**src/rtl/send_un_script_data.sv**
```systemverilog
// Outbound UART command sender: queues {payload, type} command bytes in a small FIFO
// and serialises them as 8N1, LSB first, with back-to-back frames when the queue is non-empty.
module send_un_script_data #(
  parameter int CLK_FREQ   = 100_000_000,
  parameter int BAUD       = 9600,
  parameter int FIFO_DEPTH = 4
) (
  input  logic                          i_clk,
  input  logic                          i_rst,
  input  logic                          i_cmd_valid,
  input  logic [1:0]                    i_cmd_type,
  input  logic [5:0]                    i_cmd_payload,
  output logic                          o_cmd_ready,
  output logic                          o_tx,
  output logic                          o_tx_busy,
  output logic                          o_tx_done,
  output logic [$clog2(FIFO_DEPTH):0]   o_fifo_count
);

  localparam int DIV   = CLK_FREQ / BAUD;
  localparam int CNT_W = (DIV > 1) ? $clog2(DIV) : 1;
  localparam int PTR_W = $clog2(FIFO_DEPTH);
  localparam int CW    = PTR_W + 1;

  localparam logic [CNT_W-1:0] BAUD_LAST = CNT_W'(DIV - 1);
  localparam logic [CNT_W-1:0] BAUD_PRE  = CNT_W'(DIV - 2);
  localparam logic [CW-1:0]    FULL_CNT  = CW'(FIFO_DEPTH);

  typedef enum logic [1:0] {S_IDLE, S_START, S_DATA, S_STOP} state_t;

  state_t           r_state;
  logic [7:0]       r_mem [FIFO_DEPTH];
  logic [PTR_W-1:0] r_wr_ptr;
  logic [PTR_W-1:0] r_rd_ptr;
  logic [CW-1:0]    r_count;
  logic [CNT_W-1:0] r_baud;
  logic [2:0]       r_bit;
  logic [7:0]       r_shift;
  logic             r_tx;
  logic             r_busy;
  logic             r_done;

  logic w_full;
  logic w_push;
  logic w_pop;
  logic w_bit_end;

  // Ready is judged on the pre-pop count, so a full queue refuses even when a pop coincides.
  assign w_full      = (r_count == FULL_CNT);
  assign w_push      = i_cmd_valid && !w_full;
  assign w_bit_end   = (r_baud == BAUD_LAST);
  assign w_pop       = (r_count != '0) &&
                       ((r_state == S_IDLE) || ((r_state == S_STOP) && w_bit_end));

  assign o_cmd_ready  = !w_full;
  assign o_tx         = r_tx;
  assign o_tx_busy    = r_busy;
  assign o_tx_done    = r_done;
  assign o_fifo_count = r_count;

  always_ff @(posedge i_clk) begin
    if (w_push) r_mem[r_wr_ptr] <= {i_cmd_payload, i_cmd_type};
  end

  always_ff @(posedge i_clk or posedge i_rst) begin
    if (i_rst) begin
      r_wr_ptr <= '0;
      r_rd_ptr <= '0;
      r_count  <= '0;
    end else begin
      if (w_push) r_wr_ptr <= r_wr_ptr + PTR_W'(1);
      if (w_pop)  r_rd_ptr <= r_rd_ptr + PTR_W'(1);
      case ({w_push, w_pop})
        2'b10:   r_count <= r_count + CW'(1);
        2'b01:   r_count <= r_count - CW'(1);
        default: r_count <= r_count;
      endcase
    end
  end

  always_ff @(posedge i_clk or posedge i_rst) begin
    if (i_rst) begin
      r_state <= S_IDLE;
      r_baud  <= '0;
      r_bit   <= '0;
      r_shift <= '0;
      r_tx    <= 1'b1;
      r_busy  <= 1'b0;
      r_done  <= 1'b0;
    end else begin
      // Registered so the pulse lands in the final clock of the stop bit.
      r_done <= (r_state == S_STOP) && (r_baud == BAUD_PRE);
      case (r_state)
        S_IDLE: begin
          r_baud <= '0;
          if (w_pop) begin
            r_shift <= r_mem[r_rd_ptr];
            r_state <= S_START;
            r_tx    <= 1'b0;
            r_busy  <= 1'b1;
          end
        end
        S_START: begin
          if (w_bit_end) begin
            r_baud  <= '0;
            r_bit   <= '0;
            r_state <= S_DATA;
            r_tx    <= r_shift[0];
          end else begin
            r_baud <= r_baud + CNT_W'(1);
          end
        end
        S_DATA: begin
          if (w_bit_end) begin
            r_baud <= '0;
            if (r_bit == 3'd7) begin
              r_state <= S_STOP;
              r_tx    <= 1'b1;
            end else begin
              r_bit   <= r_bit + 3'd1;
              r_shift <= {1'b0, r_shift[7:1]};
              r_tx    <= r_shift[1];
            end
          end else begin
            r_baud <= r_baud + CNT_W'(1);
          end
        end
        S_STOP: begin
          if (w_bit_end) begin
            r_baud <= '0;
            if (w_pop) begin
              r_shift <= r_mem[r_rd_ptr];
              r_state <= S_START;
              r_tx    <= 1'b0;
            end else begin
              r_state <= S_IDLE;
              r_busy  <= 1'b0;
            end
          end else begin
            r_baud <= r_baud + CNT_W'(1);
          end
        end
        default: begin
          r_state <= S_IDLE;
          r_tx    <= 1'b1;
          r_busy  <= 1'b0;
        end
      endcase
    end
  end

endmodule

```
**config.mk**
```make
export PLATFORM = sky130hd
export DESIGN_NAME = send_un_script_data
export DESIGN_NICKNAME = d
export VERILOG_FILES = /design/src/rtl/send_un_script_data.sv
export SDC_FILE = /design/constraint.sdc
export NUM_CORES = 1
export LEC_CHECK = 0
export BUFFER_PORTS_ARGS = -buffer_cell sky130_fd_sc_hd__buf_2
export CORE_ASPECT_RATIO = 0.9
export CORE_MARGIN = 1.5
export CORE_UTILIZATION = 50
export DETAILED_ROUTE_END_ITERATION = 10
export PLACE_DENSITY = 0.77
export SETUP_SLACK_MARGIN = 0.02
export SYNTH_ARGS = -nofsm -noshare
export SYNTH_HDL_FRONTEND = slang
export SYNTH_SLANG_ARGS = --single-unit
```
**constraint.sdc**
```tcl
create_clock -name i_clk -period 2.43 [get_ports i_clk]
set_clock_uncertainty 0.2 [all_clocks]
set_input_delay 0.1215 -clock i_clk [delete_from_list [all_inputs] [get_ports i_clk]]
set_output_delay 0.1215 -clock i_clk [all_outputs]
set_load 0.005 [all_outputs]
```
After elaboration in Yosys (flattened, before gate mapping). Memory sizes are Yosys's and may differ from the RTL's. Cells that the tools add are included.

Bits in registers: 37. Output and inout port bits: 7. Memory bits (writable): 32. Memories kept: 1. Logic and storage cells: 82.

Memory list: r_mem (words 4, bits a word 8, rd ports 1, clocked after Yosys merged registers in 0, write ports 1, RTL line 32) `logic [7:0] r_mem [FIFO_DEPTH];`.

$add $sub $neg: 6. Equality and inequality tests: 16. Reductions and logical operators: 18. Multiplexer cells: 31.

Operators with widths (number): $mux 8 (4); $eq 14x14->1 const B (2); $pmux 14 s2 (1); $pmux 8 s3 (1); $add 14x1->14 const B (1); $mux 14 (1); $ne 2x2->1 const B (7); $pmux 3 s2 (2); $reduce_and 4->1 (3); $mux 1 (11); $mux 2 (5); $mux 3 (3); $pmux 2 s4 (1); $add 3x1->3 const B (2); $eq 2x2->1 const B (3); $eq 3x3->1 const B (2); $reduce_bool 2->1 (3); $reduce_bool 3->1 (2); $reduce_and 5->1 (1); $add 2x1->2 const B (2); $eq 2x1->1 const B (2); $logic_and 1x1->1 (4); $pmux 1 s4 (1); $reduce_and 3->1 (1); 6 further kinds (6).

Logic depth before layout (Yosys ltp).
Depth after elaboration: 7. Gate-level depth with buffers: 11.

Worst setup path after synthesis. Ideal clock, no wire load.

Path kind: register to register. From: register r_baud[0]. To: register r_count[2], in the netlist o_fifo_count[2]. Path slack: -0.238 ns. Period minus slack after synthesis: 2.668 ns. Library setup time: 0.079 ns. Stages on the path, launching flop included: 12. Path buffers: 1. Arrival time: 2.389 ns. Path through: dfrtp_1 ha_1 and3_1 clkbuf_1 a41oi_2 nor2_2 ha_1 inv_1 fa_1 xor2_1 nor2_1 xor2_1.

Word-level cells in the longest chain between the ends: 6. Elaborated cells between the ends (all ways): 8. Classes of those cells: 3 x eq/ne; 1 x mux; 4 x reduce/logical.

RTL lines: start, declared (RTL line 36) `logic [CNT_W-1:0] r_baud;`; start signal, assigned (RTL line 110) `r_baud <= r_baud + CNT_W'(1);`; start signal, assigned (RTL line 125) `r_baud <= r_baud + CNT_W'(1);`; start signal, assigned (RTL line 140) `r_baud <= r_baud + CNT_W'(1);`; $eq 14x14->1 * (RTL line 51) `assign w_bit_end = (r_baud == BAUD_LAST);`; $logic_and 1x1->1 * (RTL line 53) `((r_state == S_IDLE) || ((r_state == S_STOP) && w_bit_end));`; $logic_or 1x1->1 * (RTL line 53); $logic_and 1x1->1 * (RTL line 52) `assign w_pop = (r_count != '0) &&`; via w_pop (RTL line 45) `logic w_pop;`; $eq 2x1->1 or $eq 2x2->1 (tied branches) (RTL line 73) `case ({w_push, w_pop})`; $pmux 3 s2 or $reduce_bool 2->1 (tied branches); end signal, assigned (RTL line 74) `2'b10: r_count <= r_count + CW'(1);`; end signal, assigned (RTL line 75) `2'b01: r_count <= r_count - CW'(1);`; end signal, assigned (RTL line 76) `default: r_count <= r_count;`; end, declared (RTL line 35) `logic [CW-1:0] r_count;`.

Mark *: on every way through the listed nets, which the timed path passes. The rest lies on a longest branch. A chain may end at the register's enable or synchronous reset.

Worst setup path in the final report.
From: register r_baud[6]. To: register r_count[2], in the netlist o_fifo_count[2].

The elaborated chain is that of the path after synthesis.

==> run metrics <==
RSZ-0062 raised after global routing=true; Worst Path Arrival=around 2500 ps; Max-cap violations=0; Mapped Area=3250 um^2; num ports=18; CTS buffer count=9; number of synthesized flops with an enable pin=32; maximum clock frequency=between 400 and 500 MHz; filler instances=between 400 and 500; CP Launch Type=register; pin count of the biggest net entering global routing=38; final WL=approximately 6 mm; 1st-pass router iterations=4; Ys Warns=0; HP Class=input pin to async pin; initial antenna violation count=0; DRT iter0 DRCs=between 150 and 200; I/O Buffers=17; Post-Syn Instances=259; flip-flop and latch count after synthesis=69; Die Height=around 80 um; PwrDens=1150 nW/um^2; Power Total=4.49 mW; Peak VDD IR=roughly 0.70 mV; CTS max path bufs=2; Final Hold Viols=0; Worst Tran Pin Value=537 ps; final setup violating endpoints=0; sequential cell area fraction in the yosys report=58.1%; DP HPWL=approximately 4.1 mm; crit path kind=register to register; post-route minimum period=2410 ps; DRC Markers=0; vias in the first global route=2129; Non-Filler Instances=400; leakage power=1.67 nW; ys async rst share=53.6%; Sink Count=69; detailed-route via count=2099; Final nets=~330; antenna cells=0; Synth top area share=around 30%; first-pass GRT wire length=10.1 mm; synth-to-layout area growth=20.0%; H-tree level count=3; Die ar.=7000 um^2; Avg Cell Area, Syn=12.6 um^2; layout cells sized above 1=23.3%; placed cell area=3550 um^2; Avg Vias per Cell=5.25; run status=completed; relative slew slack=63.9%; Root Buffer=clkbuf_8; Die Wd=between 80 and 90 um; crit path max fanout=2; Final Wtd Congestion=around 0.83; placed insts=371; antenna-violating nets left=0; Setup crit end kind=register; fin area=3900 um^2; Avg WL per Cell=about 15 um; clock slew at reported path FFs=80 ps; Yosys top cell by area=edfxtp_1; Final Cycle Share=99.1%; largest cells by area after synthesis=edfxtp_1, dfrtp_1, mux4_2; later-pin clock latency in the skew report=350 ps; Distinct cells, synth=47; final number of max-transition violations=0; syn nets=285; CTS tree=done; ys flop type=dfrtp_1; Core Footprint=between 6000 and 7000 um^2; total global routing track utilization=19.3%; total grt overflow=0; WP data required=2500 ps; Initial Utilization=52.3%; # rows=27
-- through the flow --
stage                     setup slack, ps  util (%)  setup TNS, ps  hold slack [ps]
final                                21.5      62.8              0              217
after global routing                -99.2      62.8          -99.2              294
after CTS                            26.2      62.3              0              226
after detailed placement             45.6      57.1              0             64.0
after global placement                104      57.1              0             58.7
after floorplan                     -76.9         -          -76.9             20.4
-- synthesized netlist by cell type (2+ instances only) --
library cell and number:
a21oi_1 6, a221oi_1 6, and2_1 2, and3_1 8, clkbuf_1 5, dfrtp_1 36, edfxtp_1 32, ha_1 14
inv_1 25, mux2i_1 2, mux4_2 8, nand2_1 15, nand3_1 8, nand4_1 2, nor2_1 27, nor2b_1 2
nor3_1 3, nor3b_1 2, nor4_1 3, o211ai_1 2, o21ai_0 7, o22ai_1 2, or3_1 2, xnor2_1 11
xor2_1 7
-- critical path, stage by stage, from the launching register on --
cell     delay, ps
dfrtp_1        410
nor4b_4        340
a41oi_2        220
nor2_4         190
ha_4           150
inv_1           50
fa_2           330
xor2_1         140
nor2_1         110
xor2_1         190
-- cell type report --
type                            instances  area, um^2  area share (%)
Multi-Input combinational cell        158        1270            32.5
Tap cell                               87         109            2.79
Timing Repair Buffer                   45         320            8.21
Inverter                               25        93.8            2.40
Sequential cell                        69        1890            48.4
Clock inverter                          4        55.1            1.41
Clock buffer                           12         166            4.26
-- state kept, by name, summed over array words and instances, names as in the netlist --
name	cells
o_fifo_count	3
o_tx	1
o_tx_busy	1
o_tx_done	1
r_baud	14
r_bit	3
r_mem	32
r_rd_ptr	2
r_shift	8
r_state	2
r_wr_ptr	2
-- layer usage --
layer | wire (um) | share of wire (%) | GRT usage [%] | up-vias
met1 | 2650 | 45 | 25.0 | 1029
met5 | 0 | 0 | 0 | -
met3 | 258 | 4.4 | 6.83 | 5
met2 | 2940 | 50 | 30.8 | 41
met4 | 72 | 1.2 | 5.63 | 0
li1 | - | - | - | 1024
-- what timing repair did --
action / CTS / global route
setup endpoints to repair: 1 / 8
gates resized for setup: 0 / 4
pin swaps: 1 / 4
hold endpoints to repair: 70 / 0
hold buffers: 10 / 0
setup buffers: 0 / 3
-- kinds of logic after synthesis --
group | Yosys count | share of synthesized area, %
fa+ha+maj | 15 | 6.00
compound gates | 33 | 7.50
buf+inv | 32 | 3.73
simple gates | 81 | 13.4
mux | 11 | 6.50
xor+xnor | 18 | 4.85
flops | 69 | 58.1
-- final timing paths --
path | slack [ps] | cells past startpoint | start | endpoint
min in group i_clk | 310 | 1 | r_shift[7] | r_shift[7]
max | 20 | 9 | r_baud[6] | o_fifo_count[2]
max reg2reg | 20 | 9 | r_baud[6] | o_fifo_count[2]
min reg2reg | 310 | 1 | r_shift[7] | r_shift[7]
min | 220 | 4 | i_rst | r_shift[3]
max in group asynchronous | 1450 | 4 | i_rst | r_baud[9]
-- power by group --
| part | internal [mW] | total (mW) | switching, mW |
|---|---|---|---|
| Sequential | 1.54 | 1.76 | 0.220 |
| Clock | 0.568 | 1.01 | 0.439 |
| Combinational | 0.821 | 1.72 | 0.900 |
-- placed cells by master (no fill, tap or decap), drive strengths merged, types with 3 or more instances in the layout --
| cell type | instances |
|---|---|
| dlygate4sd3 | 10 |
| nand2 | 15 |
| nor2 | 28 |
| nand4 | 3 |
| ha | 14 |
| xor2 | 7 |
| dfrtp | 36 |
| a21oi | 6 |
| buf | 35 |
| inv | 25 |
| edfxtp | 32 |
| mux4 | 8 |
| and3 | 9 |
| clkbuf | 12 |
| nor4 | 3 |
| a221oi | 6 |
| nand3 | 8 |
| xnor2 | 11 |
| o21ai | 8 |
| nor3 | 3 |
No activity file was read; power rests on OpenSTA's default activity.
